## config.mk

```make
export PLATFORM = sky130hd
export DESIGN_NAME = switch_event_ctrl
export DESIGN_NICKNAME = d
export VERILOG_FILES = /design/src/rtl/switch_event_ctrl.sv
export SDC_FILE = /design/constraint.sdc
export NUM_CORES = 1
export LEC_CHECK = 0
export BUFFER_PORTS_ARGS = -buffer_cell sky130_fd_sc_hd__buf_4
export CAP_MARGIN = 20
export CORE_UTILIZATION = 35
export CTS_BUF_LIST = sky130_fd_sc_hd__clkbuf_2 sky130_fd_sc_hd__clkbuf_4 sky130_fd_sc_hd__clkbuf_8
export DETAILED_ROUTE_END_ITERATION = 8
export SYNTH_ARGS = -nofsm -noshare
export SYNTH_HDL_FRONTEND = slang
export SYNTH_SLANG_ARGS = --single-unit
```

## constraint.sdc

```tcl
create_clock -name clk -period 2.63 [get_ports clk]
set_input_delay 0 -clock clk [delete_from_list [all_inputs] [get_ports clk]]
set_output_delay 0 -clock clk [all_outputs]
set_load 0.02 [all_outputs]
```

## src/rtl/switch_event_ctrl.sv

```systemverilog
// switch_event_ctrl: debounces 16 switches, tracks
// settled changes and reports them over valid/ready.
module switch_event_ctrl #(
  parameter int unsigned DEBOUNCE_CYCLES = 1_000_000,
  parameter int unsigned CNT_W           = 20
) (
  input  logic        clk,
  input  logic        rst_n,
  input  logic [15:0] sw,
  output logic [31:0] state,
  output logic        evt_valid,
  input  logic        evt_ready,
  output logic [15:0] evt_data,
  output logic [15:0] evt_mask,
  output logic        evt_overrun,
  output logic [15:0] chg_count
);

  localparam logic [CNT_W-1:0] LP_DEB =
    CNT_W'(DEBOUNCE_CYCLES);

  typedef enum logic {
    IDLE,
    PEND
  } st_t;

  st_t              r_st;
  st_t              w_st_nx;
  logic [15:0]      r_s1;
  logic [15:0]      r_s2;
  logic [15:0]      r_cand;
  logic [15:0]      r_stable;
  logic [15:0]      r_reported;
  logic [CNT_W-1:0] r_cnt;
  logic [1:0]       r_chg_since;
  logic [15:0]      r_chg_count;
  logic [15:0]      r_evt_data;
  logic [15:0]      r_evt_mask;
  logic             r_evt_ovr;
  logic             r_evt_valid;
  logic             w_new;
  logic             w_capture;
  logic             w_accept;

  // stable takes a new, different value this cycle
  assign w_new = (r_cnt == LP_DEB) &&
                 (r_cand != r_stable);

  // synchroniser plus shared-counter debounce
  always_ff @(posedge clk) begin
    if (!rst_n) begin
      r_s1     <= '0;
      r_s2     <= '0;
      r_cand   <= '0;
      r_cnt    <= '0;
      r_stable <= '0;
    end else begin
      r_s1 <= sw;
      r_s2 <= r_s1;
      if (r_s2 != r_cand) begin
        r_cand <= r_s2;
        r_cnt  <= '0;
      end else if (r_cnt < LP_DEB) begin
        r_cnt <= r_cnt + CNT_W'(1);
      end
      if (w_new) r_stable <= r_cand;
    end
  end

  // change counters; a change landing on the capture
  // cycle belongs to the next event
  always_ff @(posedge clk) begin
    if (!rst_n) begin
      r_chg_count <= '0;
      r_chg_since <= '0;
    end else begin
      if (w_new) r_chg_count <= r_chg_count + 16'd1;
      if (w_capture) begin
        r_chg_since <= w_new ? 2'd1 : 2'd0;
      end else if (w_new && r_chg_since != 2'd2) begin
        r_chg_since <= r_chg_since + 2'd1;
      end
    end
  end

  // event FSM state register
  always_ff @(posedge clk) begin
    if (!rst_n) r_st <= IDLE;
    else        r_st <= w_st_nx;
  end

  // event FSM next state and strobes
  always_comb begin
    w_st_nx   = r_st;
    w_capture = 1'b0;
    w_accept  = 1'b0;
    unique case (r_st)
      IDLE: begin
        if (r_stable != r_reported) begin
          w_capture = 1'b1;
          w_st_nx   = PEND;
        end
      end
      PEND: begin
        if (evt_ready) begin
          w_accept = 1'b1;
          w_st_nx  = IDLE;
        end
      end
      default: w_st_nx = IDLE;
    endcase
  end

  // event payload capture and registered valid
  always_ff @(posedge clk) begin
    if (!rst_n) begin
      r_reported  <= '0;
      r_evt_data  <= '0;
      r_evt_mask  <= '0;
      r_evt_ovr   <= 1'b0;
      r_evt_valid <= 1'b0;
    end else begin
      if (w_capture) begin
        r_evt_data  <= r_stable;
        r_evt_mask  <= r_stable ^ r_reported;
        r_reported  <= r_stable;
        r_evt_ovr   <= (r_chg_since >= 2'd2);
        r_evt_valid <= 1'b1;
      end else if (w_accept) begin
        r_evt_valid <= 1'b0;
      end
    end
  end

  assign state       = {16'h0, r_stable};
  assign evt_valid   = r_evt_valid;
  assign evt_data    = r_evt_data;
  assign evt_mask    = r_evt_mask;
  assign evt_overrun = r_evt_ovr;
  assign chg_count   = r_chg_count;

endmodule

```

Yosys cells after proc, flatten, opt, wreduce, memory -nomap -nowiden

Cells that the tools add are included.

$add $sub $neg: 3
Order comparisons: 2
Equality and inequality tests: 5
Mux-type cells: 11
Bitwise logic cells: 3
Reduce and logical (&&, ||, !) cells: 5

Operators by type and width:

| operator                                            | count |
|---|---|
| != test 16 bit                                      | 3 |
| adder 20 x 1 -> 20 bit (second input constant)      | 1 |
| equality test 20 bit (second input constant)        | 1 |
| less-than comparator 20 bit (second input constant) | 1 |
| adder 16 x 1 -> 16 bit (second input constant)      | 1 |
| XOR 16 bit                                          | 1 |
| 2-to-1 mux 1 bit                                    | 8 |
| 2-to-1 mux 2 bit                                    | 2 |
| nonzero test 2 bit                                  | 2 |
| adder 2 x 1 -> 2 bit (second input constant)        | 1 |
| >= comparator 2 bit (second input constant)         | 1 |
| logical AND 1 bit                                   | 2 |
| != test 2 bit (second input constant)               | 1 |
| inverter 1 bit                                      | 2 |
| case mux 1 bit (2 select lines)                     | 1 |
| OR reduction 2 bit                                  | 1 |

Register bits after elaboration: 137
Input bits: 19
Output and inout bits: 82
Logic and storage cells: 41

Depth between registers and ports, before layout

Depth in word-level cells: 5
Gate-level depth with buffers: 9

Worst setup path before layout

OpenSTA, ideal clock, no wires.

Path kind: reg-to-reg
Start point: register r_cnt[4]
End point: register r_chg_count[13], in the netlist chg_count[13]
Arrival: 1.830 ns
Required time: 2.511 ns
Slack: 0.681 ns
Stages on the path, launching flop included: 8
Path through: dfxtp_1 > or4_1 > nor3_2 > nand4_2 > buf_6 > nor4_4 > nand3_1 > mux2i_1

Cells in the longest elaborated chain, start to end: 2

Ends and longest elaborated chain:

| element                  | line | source |
|---|---|---|
| start: declaration       | 34   | `logic [CNT_W-1:0] r_cnt;` |
| start signal: assignment | 64   | `r_cnt <= r_cnt + CNT_W'(1);` |
| equality test 20 bit     | 46   | `assign w_new = (r_cnt == LP_DEB) &&` |
| logical AND 1 bit        | 46   |  |
| end signal: assignment   | 77   | `if (w_new) r_chg_count <= r_chg_count + 16'd1;` |
| end: declaration         | 36   | `logic [15:0] r_chg_count;` |

No other way between the ends.
A chain may end at the register's enable or synchronous reset.

Final worst setup path

Start point: register r_cnt[4]
End point: register r_chg_since[1]

Cells in the longest elaborated chain, start to end: 4

Ends and longest elaborated chain:

| element                      | line | source |
|---|---|---|
| equality test 20 bit         | 46   |  |
| logical AND 1 bit            | 46   |  |
| logical AND 1 bit            | 80   | `end else if (w_new && r_chg_since != 2'd2) begin` |
| nonzero test 2 bit (no line) | --   |  |
| end signal: assignment       | 79   | `r_chg_since <= w_new ? 2'd1 : 2'd0;` |
| end signal: assignment       | 81   | `r_chg_since <= r_chg_since + 2'd1;` |
| end: declaration             | 35   | `logic [1:0] r_chg_since;` |

No other way between the ends.

==> metrics.yaml <==
status: "finished, final reports clean"
cp-end-kind: "flip-flop"
critPathLaunchType: "flip-flop"
setup_tns_ps: 0
fin_nets: 680
yosysWarnings: 0
grt_max_degree: 65
final-hold-violation-count: 0
syn_area_per_cell_sq_um: 10.1
netlist_instances: 553
synth_seq_cells: 137
n_antenna_cell: 0
dr.pass1.iters: 4
clkTransAtPathRegs_ps: 80
rsz0062_at_grt: "false"
power_leakage_nw: 2.69
core_area_sq_um: 15400
die_area_sq_um: 16400
syn-cell-area_sq_um: 5570
cts_buffers: 17
critPathRequiredTime_ps: 2950
grt_pass1_wl_um: 18100
wl_um: 11200
fin_crit_ps: 2130
async_reset_ff_share_pct: 0
yosys.area.top_type_share_pct: 49.2
cts_tree: "built"
ir_worst_vdd_uv: 308
syn_to_final_growth_pct: 25.4
fmax_ghz: 0.470
cts_resized: 0
slew_headroom_pct: 61.1
grt_pass1_vias: 3702
io_pins: 101
finClkSkew_ps: 10.5
stdcell_count: 881
die_x_um: 128
cts_hold_buf: 17
antenna_left: 0
synth_edf_count: 0
synth_top_cell_by_area: "dfxtp_1"
maxCapViolations: 0
hold_class: "input port to flip-flop"
start_util_pct: 36.2
vias: 3998
cts_post_setup_buffers_inserted: 0
crit_arrival_ps: 2450
detail_route.iter0.violations: 163
setup_viol: 0
track_usage_pct: 14.1
gp_congestion: 0.738
layout_common_cells: "dfxtp_1, buf_4, nor2_1, mux2i_1, xnor2_1"
clock_sinks: 137
worst_slew_pin_slew_ps: 583
clock_latency_ps: 440
cts-root-buf: "clkbuf_8"
vias_per_cell: 4.54
port-buffer-count: 84
synth_area_leaders: "dfxtp_1, mux2i_1, xnor2_1"
crit_fanout: 13
dp_cells: 831
yosysUniqueCellTypes: 41
antenna_found_initial: 0
grt.overflow.total: 0
cts_max_level: 4
synth.yosys.seq_area_share_pct: 49.2
fp.dieH_um: 128
routedWlPerCell_um: 12.7
power_density_nw_per_um2: 577
final_max_slew_viol_count: 0
layout_commonest_cell: "dfxtp_1"
ys.flop_type: "dfxtp_1"
finish.utilization_pct: 45.4
worstSetupPathType: "flip-flop to flip-flop"
clock_path_buffers: 2
drive_above_1_share_pct: 21.2
period_share_pct: 80.8
dp_hpwl_um: 7790
fp-row-count: 45
drc: 0
-- cells by family after synthesis --
logic type	count (synthesis)	share of synthesized area [%]
AO/OA/AOI/OAI	14	1.71
XOR/XNOR	75	11.8
adder cells (fa/ha/maj)	4	0.899
buffers and inverters	46	4.56
flip-flops	137	49.2
multiplexers	54	9.71
other	1	0.0673
AND/OR/NAND/NOR	222	22.0
-- cells in the mapped netlist, drive strengths merged, types with 6 or more instances --
cell / n
xnor2: 51
dfxtp: 137
nand2: 13
and2: 48
nand3: 16
xor2: 24
mux2i: 54
nand4: 15
nor4: 14
clkbuf: 15
buf: 24
nor3: 6
inv: 7
nor2: 87
-- layout make-up --
class | count | area, sq um
Clock buffer | 20 | 269
Clock inverter | 12 | 140
Fill cell | 1457 | 8390
Inverter | 7 | 26.3
Multi-Input combinational cell | 385 | 2650
Sequential cell | 137 | 2740
Tap cell | 211 | 264
Timing Repair Buffer | 109 | 898
-- stage by stage --
stage	setup WS [ps]	total power [W]	cell area (sq um)	hold slack [ps]
after global placement	507	0.00231	6390	215
after global routing	271	0.00420	6990	63.3
after floorplan	681	0.00229	5630	127
after CTS	447	0.00408	6970	23.4
after detailed placement	461	0.00231	6390	212
final	504	0.00403	6990	48.4
-- sequential cells by signal (all words and copies together) (netlist names) --
register	cells
r_cnt	20
chg_count	16
evt_data	16
evt_mask	16
r_cand	16
r_s1	16
r_s2	16
r_stable	16
r_chg_since	2
evt_overrun	1
evt_valid	1
r_st	1
-- final timing paths --
path	startpoint	to	slack, ps	cells after the start
worst max-delay path	r_cnt[4]	r_chg_since[1]	500	7
worst max register to register	r_cnt[4]	r_chg_since[1]	500	7
worst min-delay path	rst_n	chg_count[12]	50	3
worst min register to register	r_s1[0]	r_s2[0]	440	1
-- worst max-delay path: stages, from the launching register on --
cell and delay [ps]:
dfxtp_1 350, or4_1 540, nor3_2 140, nand4_2 110, buf_4 220, nor3_1 240, nor2_1 70, a2111oi_0 350
-- per-layer routing --
metal	wire [um]	share of wire, %	up-vias	GRT usage [%]
met2	5000	45	82	21.5
met4	194	1.7	0	6.78
met5	0	0	-	0
li1	-	-	2027	-
met3	393	3.5	17	3.80
met1	5570	50	1872	18.5
-- where the power goes --
| part | internal [W] | switching (W) |
|---|---|---|
| clock | 0.000916 | 0.000829 |
| combinational | 0.0000774 | 0.0000907 |
| sequential | 0.00210 | 0.0000171 |
| total | 0.00310 | 0.000937 |
No activity file was read; power rests on OpenSTA's default activity.
